## src/rtl/input_conditioner.sv

```systemverilog
// input_conditioner: synchronizes raw switches, buttons and input pins into the
// core clock domain, debounces the buttons, and keeps sticky press flags that
// the peripheral store path clears with a write-1-to-clear mask.
module input_conditioner #(
  parameter int N_SW            = 16,
  parameter int N_BTN           = 5,
  parameter int N_IPIN          = 4,
  parameter int DEBOUNCE_CYCLES = 1000000,
  parameter int CNT_W           = $clog2(DEBOUNCE_CYCLES)
) (
  input  logic              clk,
  input  logic              rst_n,
  input  logic [N_SW-1:0]   sw_in,
  input  logic [N_BTN-1:0]  btn_in,
  input  logic [N_IPIN-1:0] ipin_in,
  input  logic              clr_we,
  input  logic [N_BTN-1:0]  clr_mask,
  output logic [N_SW-1:0]   sw_out,
  output logic [N_IPIN-1:0] ipin_out,
  output logic [N_BTN-1:0]  btn_out,
  output logic [N_BTN-1:0]  btn_pulse,
  output logic [N_BTN-1:0]  btn_pend
);

  // Last count value before a differing level is accepted.
  localparam logic [CNT_W-1:0] CNT_MAX = CNT_W'(DEBOUNCE_CYCLES - 1);

  logic [N_SW-1:0]   sw_s1, sw_s2;
  logic [N_BTN-1:0]  btn_s1, btn_s2;
  logic [N_IPIN-1:0] ipin_s1, ipin_s2;

  logic [CNT_W-1:0]  cnt [N_BTN];
  logic [N_BTN-1:0]  accept;
  logic [N_BTN-1:0]  rise;
  logic [N_BTN-1:0]  clr_bits;

  // Two-flop synchronizers with nothing between the stages.
  always_ff @(posedge clk or negedge rst_n) begin
    if (!rst_n) begin
      sw_s1   <= '0;
      sw_s2   <= '0;
      btn_s1  <= '0;
      btn_s2  <= '0;
      ipin_s1 <= '0;
      ipin_s2 <= '0;
    end else begin
      sw_s1   <= sw_in;
      sw_s2   <= sw_s1;
      btn_s1  <= btn_in;
      btn_s2  <= btn_s1;
      ipin_s1 <= ipin_in;
      ipin_s2 <= ipin_s1;
    end
  end

  assign sw_out   = sw_s2;
  assign ipin_out = ipin_s2;

  // A button's new level is accepted once it has differed for the full count.
  always_comb begin
    accept = '0;
    for (int i = 0; i < N_BTN; i++) begin
      accept[i] = (btn_s2[i] != btn_out[i]) && (cnt[i] == CNT_MAX);
    end
  end

  assign rise     = accept & btn_s2;
  assign clr_bits = clr_we ? clr_mask : '0;

  // Per-button debouncer: any return to the stable level restarts the count.
  always_ff @(posedge clk or negedge rst_n) begin
    if (!rst_n) begin
      btn_out <= '0;
      for (int i = 0; i < N_BTN; i++) begin
        cnt[i] <= '0;
      end
    end else begin
      for (int i = 0; i < N_BTN; i++) begin
        if (btn_s2[i] == btn_out[i]) begin
          cnt[i] <= '0;
        end else if (accept[i]) begin
          btn_out[i] <= btn_s2[i];
          cnt[i]     <= '0;
        end else begin
          cnt[i] <= cnt[i] + CNT_W'(1);
        end
      end
    end
  end

  // Rising-edge pulse and sticky pending flags; a set beats a same-edge clear.
  always_ff @(posedge clk or negedge rst_n) begin
    if (!rst_n) begin
      btn_pulse <= '0;
      btn_pend  <= '0;
    end else begin
      btn_pulse <= rise;
      btn_pend  <= (btn_pend & ~clr_bits) | rise;
    end
  end

endmodule

```

## config.mk

```make
export PLATFORM = sky130hd
export DESIGN_NAME = input_conditioner
export DESIGN_NICKNAME = d
export VERILOG_FILES = /design/src/rtl/input_conditioner.sv
export SDC_FILE = /design/constraint.sdc
export NUM_CORES = 1
export LEC_CHECK = 0
export CAP_MARGIN = 15
export CORE_UTILIZATION = 65
export DETAILED_ROUTE_END_ITERATION = 8
export DONT_BUFFER_PORTS = 1
export GPL_ROUTABILITY_DRIVEN = 0
export MAX_ROUTING_LAYER = met4
export PLACE_DENSITY_LB_ADDON = 0.1
export SLEW_MARGIN = 40
export SYNTH_ARGS = -nofsm -noshare
export SYNTH_HDL_FRONTEND = slang
export SYNTH_SLANG_ARGS = --single-unit
```

## constraint.sdc

```tcl
create_clock -name clk -period 4.6 [get_ports clk]
set_clock_uncertainty 0.1 [all_clocks]
set_input_delay 0.92 -clock clk [delete_from_list [all_inputs] [get_ports clk]]
set_output_delay 0.92 -clock clk [all_outputs]
set_load 0.03 [all_outputs]
```

# ---- After elaboration in Yosys (flattened, before gate mapping)
# Cells that the tools add are included.
dict set report word_totals {
  ram_bits 0
  ff_bits 165
  mem_count 0
  output_inout_bits 35
  latch_bits 0
  romBits 0
  input_bits 33
  elab_cells 68
}
dict set report op_classes {
  div 0
  addsub 5
  n_reduce_logical 10
  n_eq_ne 15
  mux 11
  bitwise_logic 9
  order_cmp 0
  mul 0
  n_shift 0
}
# operator count
set ops {}
lappend ops {{20-bit two-way mux} 10}
lappend ops {{20-bit by 1-bit adder with 20-bit output (second input constant)} 5}
lappend ops {{20-bit equality test (second input constant)} 5}
lappend ops {{5-bit AND} 2}
lappend ops {{2-bit AND reduction} 5}
lappend ops {{1-bit equality test} 5}
lappend ops {{1-bit logical AND} 5}
lappend ops {{5-bit two-way mux} 1}
lappend ops {{1-bit != test} 5}
lappend ops {{1-bit inverter} 5}
lappend ops {{5-bit inverter} 1}
lappend ops {{5-bit OR} 1}

# ---- Logic depth before layout (Yosys ltp)
# Gate-level depths: netlist of run 1.
dict set report depth {
  word_depth 4
  depth_mapped 7
  depth_no_buf 5
}

# ---- Least setup slack after synthesis of run 1
# OpenSTA, ideal clock, no wires.
dict set report synth_path {
  path_kind {reg-to-reg}
  start {register cnt[0] (netlist bit)}
  end {register cnt[11] (netlist bit)}
  required_time_ns 4.378
  setup_ns 0.122
  period_less_slack_ns 2.201
  n_path_buf 2
  slack_ns 2.399
  arrival_time_ns 1.980
  path_stages_with_launch 8
  path_cell_list {dfrtp_1 -> ha_1 -> and3_1 -> clkbuf_1 -> nand4_1 -> o41ai_2 -> buf_2 -> nor2_1}
}
dict set report synth_between {
  elab_chain_cells 4
  word_cells_on_any_way 5
  classes_between {1 x add/sub; 1 x eq/ne; 2 x mux; 1 x reduce/logical}
}
# item line_no
set synth_rtl {}
lappend synth_rtl {{from (decl)} 32} ;# logic [CNT_W-1:0] cnt [N_BTN];
lappend synth_rtl {{from (signal, indexed assignment)} 85} ;# cnt[i] <= cnt[i] + CNT_W'(1);
lappend synth_rtl {{parallel branches: the longest is 2 deep, another holds 20-bit by 1-bit adder with 20-bit output} n/a}
lappend synth_rtl {{20-bit two-way mux (*)} 81} ;# end else if (accept[i]) begin
lappend synth_rtl {{20-bit two-way mux (*)} 79} ;# if (btn_s2[i] == btn_out[i]) begin
# Mark *: on every way between the ends.
# A chain may end at the register's enable or synchronous reset.

# ---- Final worst setup path of run 1
dict set report layout_path {
  start {register cnt[20] (netlist bit)}
  end {register cnt[31] (netlist bit)}
}
# The elaborated chain is that of the path after synthesis.

==> results of run 1 <==
report_power, final:
group          internal [mW]  total [mW]  switching (mW)
Combinational         0.0151      0.0404          0.0253
Sequential              1.48        1.53          0.0416
Clock                  0.785        1.34           0.560
Total                   2.28        2.91           0.626
flip-flops by register name, indices dropped and copies added, names as in the netlist, 5 cells and up:
register / count
sw_s1: 16
btn_s1: 5
btn_out: 5
btn_pend: 5
sw_out: 16
cnt: 100
btn_s2: 5
btn_pulse: 5
synthesized netlist by cell type (all sizes together), types with 2 or more instances:
master | number | area [sq um]
mux2 | 5 | 60.1
nand2b | 5 | 31.3
o31ai | 7 | 52.6
nand2 | 29 | 109
mux2i | 2 | 20.0
or3 | 11 | 68.8
ha | 5 | 62.6
a21oi | 20 | 100
and2 | 5 | 31.3
nor4bb | 2 | 20.0
a211oi | 2 | 15.0
inv | 22 | 82.6
nor4 | 21 | 131
xnor2 | 50 | 438
o2111a | 2 | 22.5
xor2 | 19 | 166
clkbuf | 11 | 41.3
o21ai | 18 | 93.8
or2 | 5 | 33.8
nand4 | 24 | 150
nand4b | 3 | 26.3
nor2 | 92 | 345
and3 | 16 | 100
o221ai | 4 | 35.0
nand3 | 32 | 160
a31o | 2 | 17.5
dfrtp | 165 | 4130
or4 | 15 | 116
buf | 2 | 10.0
nor3 | 17 | 85.1
placed cells by master, fill, tap and decap left out, types with 2 or more instances in the layout:
master / instances
mux2i_1: 2
nor3_1: 17
o2111a_1: 2
dfrtp_1: 165
o221ai_1: 4
xor2_1: 19
clkinv_4: 2
a21oi_1: 20
inv_6: 4
buf_4: 2
a211oi_1: 2
clkbuf_8: 2
inv_1: 22
nand4b_1: 3
o31ai_1: 6
mux2_2: 4
and2_1: 5
nand2b_1: 5
nor4bb_1: 2
o21ai_2: 2
o21ai_0: 16
nand2_1: 29
nand4_1: 24
a31o_2: 2
or2_2: 4
ha_1: 5
nand3_1: 32
and3_1: 16
or3_1: 11
nor4_1: 21
clkbuf_16: 16
xnor2_1: 50
nor2_1: 92
bufinv_16: 2
or4_1: 14
worst register-to-register path: stages, from the launching register on:
cell and delay (ps):
dfrtp_1 400, ha_1 220, nand4_1 230, or2_2 400, o31ai_2 670, buf_4 290, nor2_1 60
worst paths after layout:
path                       slack, ps  startpoint          to  cells after the start
setup reg to reg                2120     cnt[20]     cnt[31]                      6
hold reg to reg                  250   sw_s1[14]  sw_out[14]                      0
min in group clk                 250   sw_s1[14]  sw_out[14]                      0
setup / recovery                2120     cnt[20]     cnt[31]                      6
max in group asynchronous       4230       rst_n   sw_out[3]                      0
hold / removal                   -30       rst_n     cnt[16]                      0
cells by family after synthesis:
family | count (synthesis) | share of synthesized area (%)
buf+inv | 35 | 1.96
simple gates | 280 | 21.1
xor+xnor | 69 | 8.87
compound gates | 58 | 5.43
mux | 7 | 1.17
flops | 165 | 60.6
fa+ha+maj | 5 | 0.918
layer usage:
metal	vias to the layer above	GRT usage, %	wire, um
met5	-	-	0
met4	0	9.69	225
met3	25	7.21	508
met2	94	40.7	6270
met1	2267	34.3	5700
li1	2187	-	-
final cells by class:
class                      count  area, sq um  area share [%]
clock inverter                10          125            1.66
multi-input combinational    419         2560            34.1
inverter                      22         82.6            1.10
sequential                   165         4130            54.9
clock buffer                  19          432            5.74
timing repair buffer           2         15.0           0.200
tap                          136          170            2.26
through the flow:
stage / util, % / cells / setup WS (ps) / cell area (sq um) / power (mW)
floorplan: - / 619 / 2400 / 6820 / 1.58
global placement: 68.0 / 744 / 2230 / 6960 / 1.59
detailed placement: 68.0 / 744 / 2140 / 6960 / 1.59
CTS: 73.5 / 773 / 2120 / 7520 / 2.94
global route: 73.5 / 773 / 1860 / 7520 / 3.00
finish: 73.5 / 773 / 2120 / 7520 / 2.91
==> impl_metrics.tcl, run 1 <==
set metrics [dict create \
    h-tree-depth 4 \
    start_util_pct 66.6 \
    cp_max_fo 11 \
    syn_nets 657 \
    min_path_type "in2async" \
    fmaxAchievable_mhz 403 \
    hold_viol 46 \
    synth_cell_types 41 \
    worstSkewPairLatency_ps 540 \
    clockBufferDepth 2 \
    tightest_slew_ps 749 \
    viasPerCell 5.92 \
    start_kind "flip-flop" \
    antenna_found_initial 0 \
    rsz0062_at_grt "no" \
    violations "hold timing" \
    syn_inst 619 \
    clock_sinks 165 \
    min_period_ps 2480 \
    drt_pass1_iterations 4 \
    grt_overflow_total 0 \
    setup_tns_ps 0 \
    synth_flop_cell "dfrtp_1" \
    clkTransAtPathRegs_ps 70 \
    synth-seq-cells 165 \
    io_pins 68 \
    outcome "finished, violations left" \
    ys_warn_count 0 \
    detail_route.wl_per_cell_um 16.4 \
    synth_seq_area_share_pct 60.6 \
    ys_async_sr_fraction_pct 100 \
    num_vias 4573 \
    drc 0 \
    diodes 0 \
    p_leak_nw 3.11 \
    cts.repair.resized 0 \
    wirelength_mm 12.7 \
    cts_tree "yes" \
    hold_ws_ps -28.7 \
    grt_max_degree 166 \
    power_density_nw_per_um2 387 \
    syn-mean-instance-area_sq_um 11.0 \
    cp_cell_sequence "ha_1 > nand4_1 > or2_2 > o31ai_2 > buf_4 > nor2_1" \
    ant_nets 0 \
    nNetsFinal 665 \
    dieHeight_um 104 \
    numCtsBuffers 17 \
    critPathArrivalTime_ps 2810 \
    synth-edff-count 0 \
    io_buffers 0 \
    cts_setup_buffers 0 \
    netlist_area_sq_um 6820 \
    peakVddDrop_mv 0.419 \
    cp.required_ps 4930 \
    slowest_delay_ps 670 \
    fillCellCount 688 \
    cp_num_buf_inv 1 \
    die_x_um 104 \
    fin_crit_sh_pct 53.9 \
    root_buffer "clkbuf_8" \
    finalMaxSlewViolations 0 \
    grt_pass1_wl_mm 21.7 \
    hpwlAfterDp_mm 8.15 \
    final_layout_size_suffix_gt1_share_pct 7.38 \
    coreArea_sq_um 10200 \
    critical-path-top-delay-family "simple AND/OR/NAND/NOR gates" \
    relSlewSlack_pct 49.6 \
    grtUsageTotal_pct 26.5 \
    num_rows 37 \
    cap_violations 0 \
    setup_viol 0 \
    critPathCaptureType "flip-flop" \
    dieArea_sq_um 10900 \
    slowest_stage "o31ai_2" \
    grt_pass1_vias 4528 \
    crit_type "reg2reg" \
    area_growth_pct 10.3 \
    drtIter0Drc 227 \
]
(Power assumes the default switching activity.)
==> run 2: changes to the inputs <==
CORE_UTILIZATION = 57   (was 65)
clock period = 2.12 ns   (was 4.6 ns; I/O delays follow)
==> run 2 against run 1 <==
The flow finishes with violations (DRC, hold timing, setup timing). Critical path depth shrank 2. Fmax grew 14%. Global-route usage shrank 1.8 points. Core utilization shrank 2.1 points. Design area grew 9.3%. Sequential share of layout area shrank 4.7 points. Die area grew 14%. First-iteration DRC count grew 59%. Final cell count grew 10%. Wire length grew 7.3%. Largest power group unchanged. Highest routed layer unchanged.
==> impl_metrics.tcl, run 2 (synthesis results as in run 1) <==
set metrics [dict create \
    cp_cell_sequence "or4b_1 > or4_4 > or2_4 > mux2_4" \
    h-tree-depth 4 \
    final_layout_size_suffix_gt1_share_pct 14.5 \
    min_path_type "in2async" \
    tightest_slew_ps 535 \
    start_util_pct 59.2 \
    slowest_delay_ps 530 \
    num_vias 4839 \
    grt_pass1_vias 4777 \
    setup_tns_ps -402 \
    drt_pass1_iterations 7 \
    grt_overflow_total 0 \
    fmaxAchievable_mhz 459 \
    ant_nets 0 \
    grtUsageTotal_pct 24.7 \
    fin_crit_sh_pct 103 \
    detail_route.wl_per_cell_um 16.0 \
    die_x_um 111 \
    multi_input_area_sq_um 2620 \
    clockBufferDepth 2 \
    combPwrFrac_pct 2.3 \
    min_period_ps 2180 \
    start_kind "flip-flop" \
    io_buffers 0 \
    clkTransAtPathRegs_ps 60 \
    final_common_cell "dfrtp_1" \
    pwr-share-seq_pct 51.6 \
    cts_hold_buffers 25 \
    preCtsSetupSlack_ps -90.0 \
    area_growth_pct 20.5 \
    regArea_sq_um 4130 \
    largest_reg_flops 100 \
    io_pins 68 \
    root_buffer "clkbuf_16" \
    dieHeight_um 111 \
    critPathCaptureType "flip-flop" \
    place_inst 796 \
    viasPerCell 5.67 \
    finalMaxSlewViolations 0 \
    drtIter0Drc 360 \
    nNetsFinal 736 \
    crit_type "reg2reg" \
    hold_viol 165 \
    p_leak_nw 3.48 \
    numCtsBuffers 17 \
    num_rows 39 \
    p_sw_mw 1.42 \
    cap_violations 0 \
    peakVddDrop_mv 0.802 \
    antenna_found_initial 0 \
    wirelength_mm 13.6 \
    relSlewSlack_pct 64.0 \
    cts_tree "yes" \
    fin_cells 854 \
    grt_pass1_wl_mm 23.1 \
    diodes 0 \
    clock_sinks 165 \
    outcome "finished, violations left" \
    hold_ws_ps -406 \
    violations "DRC, hold timing, setup timing" \
    worst_slack_ps -59.4 \
    grt_max_degree 166 \
    rsz0062_at_grt "yes" \
    setup_viol 15 \
    cp_max_fo 3 \
    r2r_setup_slack_ps -60 \
    top_register "cnt" \
    drc 6 \
    p_int_mw 5.00 \
    final_cell_mix "165 x dfrtp_1, 89 x nor2_1, 50 x xnor2_1, 45 x buf_4, 31 x nand3_1" \
    slowest_stage "or4b_1" \
    cp.required_ps 2330 \
    pwr-share-clk_pct 46.1 \
    power_density_nw_per_um2 781 \
    critPathArrivalTime_ps 2390 \
    hpwlAfterDp_mm 8.78 \
    coreArea_sq_um 11500 \
    worstSkewPairLatency_ps 420 \
    dieArea_sq_um 12400 \
    switching_share_pct 22.1 \
    fillCellCount 816 \
]
[run 2: power by group through the flow]
stage / Combinational (mW) / Clock, mW / Sequential (mW)
global route: 0.165 / 3.15 / 3.31
floorplan: 0.0690 / 0 / 3.35
CTS: 0.147 / 3.01 / 3.31
global placement: 0.106 / 0 / 3.36
detailed placement: 0.108 / 0 / 3.37
finish: 0.148 / 2.96 / 3.31
[run 2: layout make-up]
type                    count  share of cell area (%)
inverters                  22                    1.01
repair buffers             73                    7.68
flip-flops and latches    165                    50.3
well taps                 143                    2.18
clock buffers              20                    5.56
clock inverters            12                    1.45
multi-input cells         419                    31.9
[run 2: repair_timing]
action	4_1_cts	5_1_grt
endpoints found under the setup margin	4	27
buffers inserted	1	0
endpoints found under the hold margin	190	165
pin swaps	3	4
gates resized for setup	2	11
[run 2: routing by layer]
metal | vias to the layer above | part of all wire (%) | GRT usage [%]
li1 | 2322 | - | -
met1 | 2410 | 45 | 32.7
met2 | 95 | 50 | 37.7
met3 | 12 | 4.2 | 6.26
met4 | 0 | 0.98 | 8.11
met5 | - | 0 | -
[run 2: stage by stage]
stage | power (mW) | util, % | cell area [sq um]
after detailed placement | 3.47 | 63.6 | 7330
final | 6.41 | 71.3 | 8210
after global routing | 6.63 | 71.3 | 8210
after CTS | 6.47 | 70.9 | 8170
after global placement | 3.47 | 63.6 | 7330
after floorplan | 3.42 | - | 6830
[run 2: worst max-delay path, delay by kind of cell, from the launching register on]
family | cells | cell delay (ps)
muxes | 1 | 300
DFF | 1 | 370
and+or+nand+nor | 3 | 1300
[run 2: worst paths after layout]
path                               endpoint  startpoint  cells past startpoint
min in group clk                btn_pend[1]      clr_we                      3
worst min register to register    sw_out[6]    sw_s1[6]                      0
worst max register to register   btn_out[1]     cnt[72]                      4
worst min-delay path                cnt[17]       rst_n                      0
max in group asynchronous           cnt[91]       rst_n                      0
worst max-delay path             btn_out[1]     cnt[72]                      4
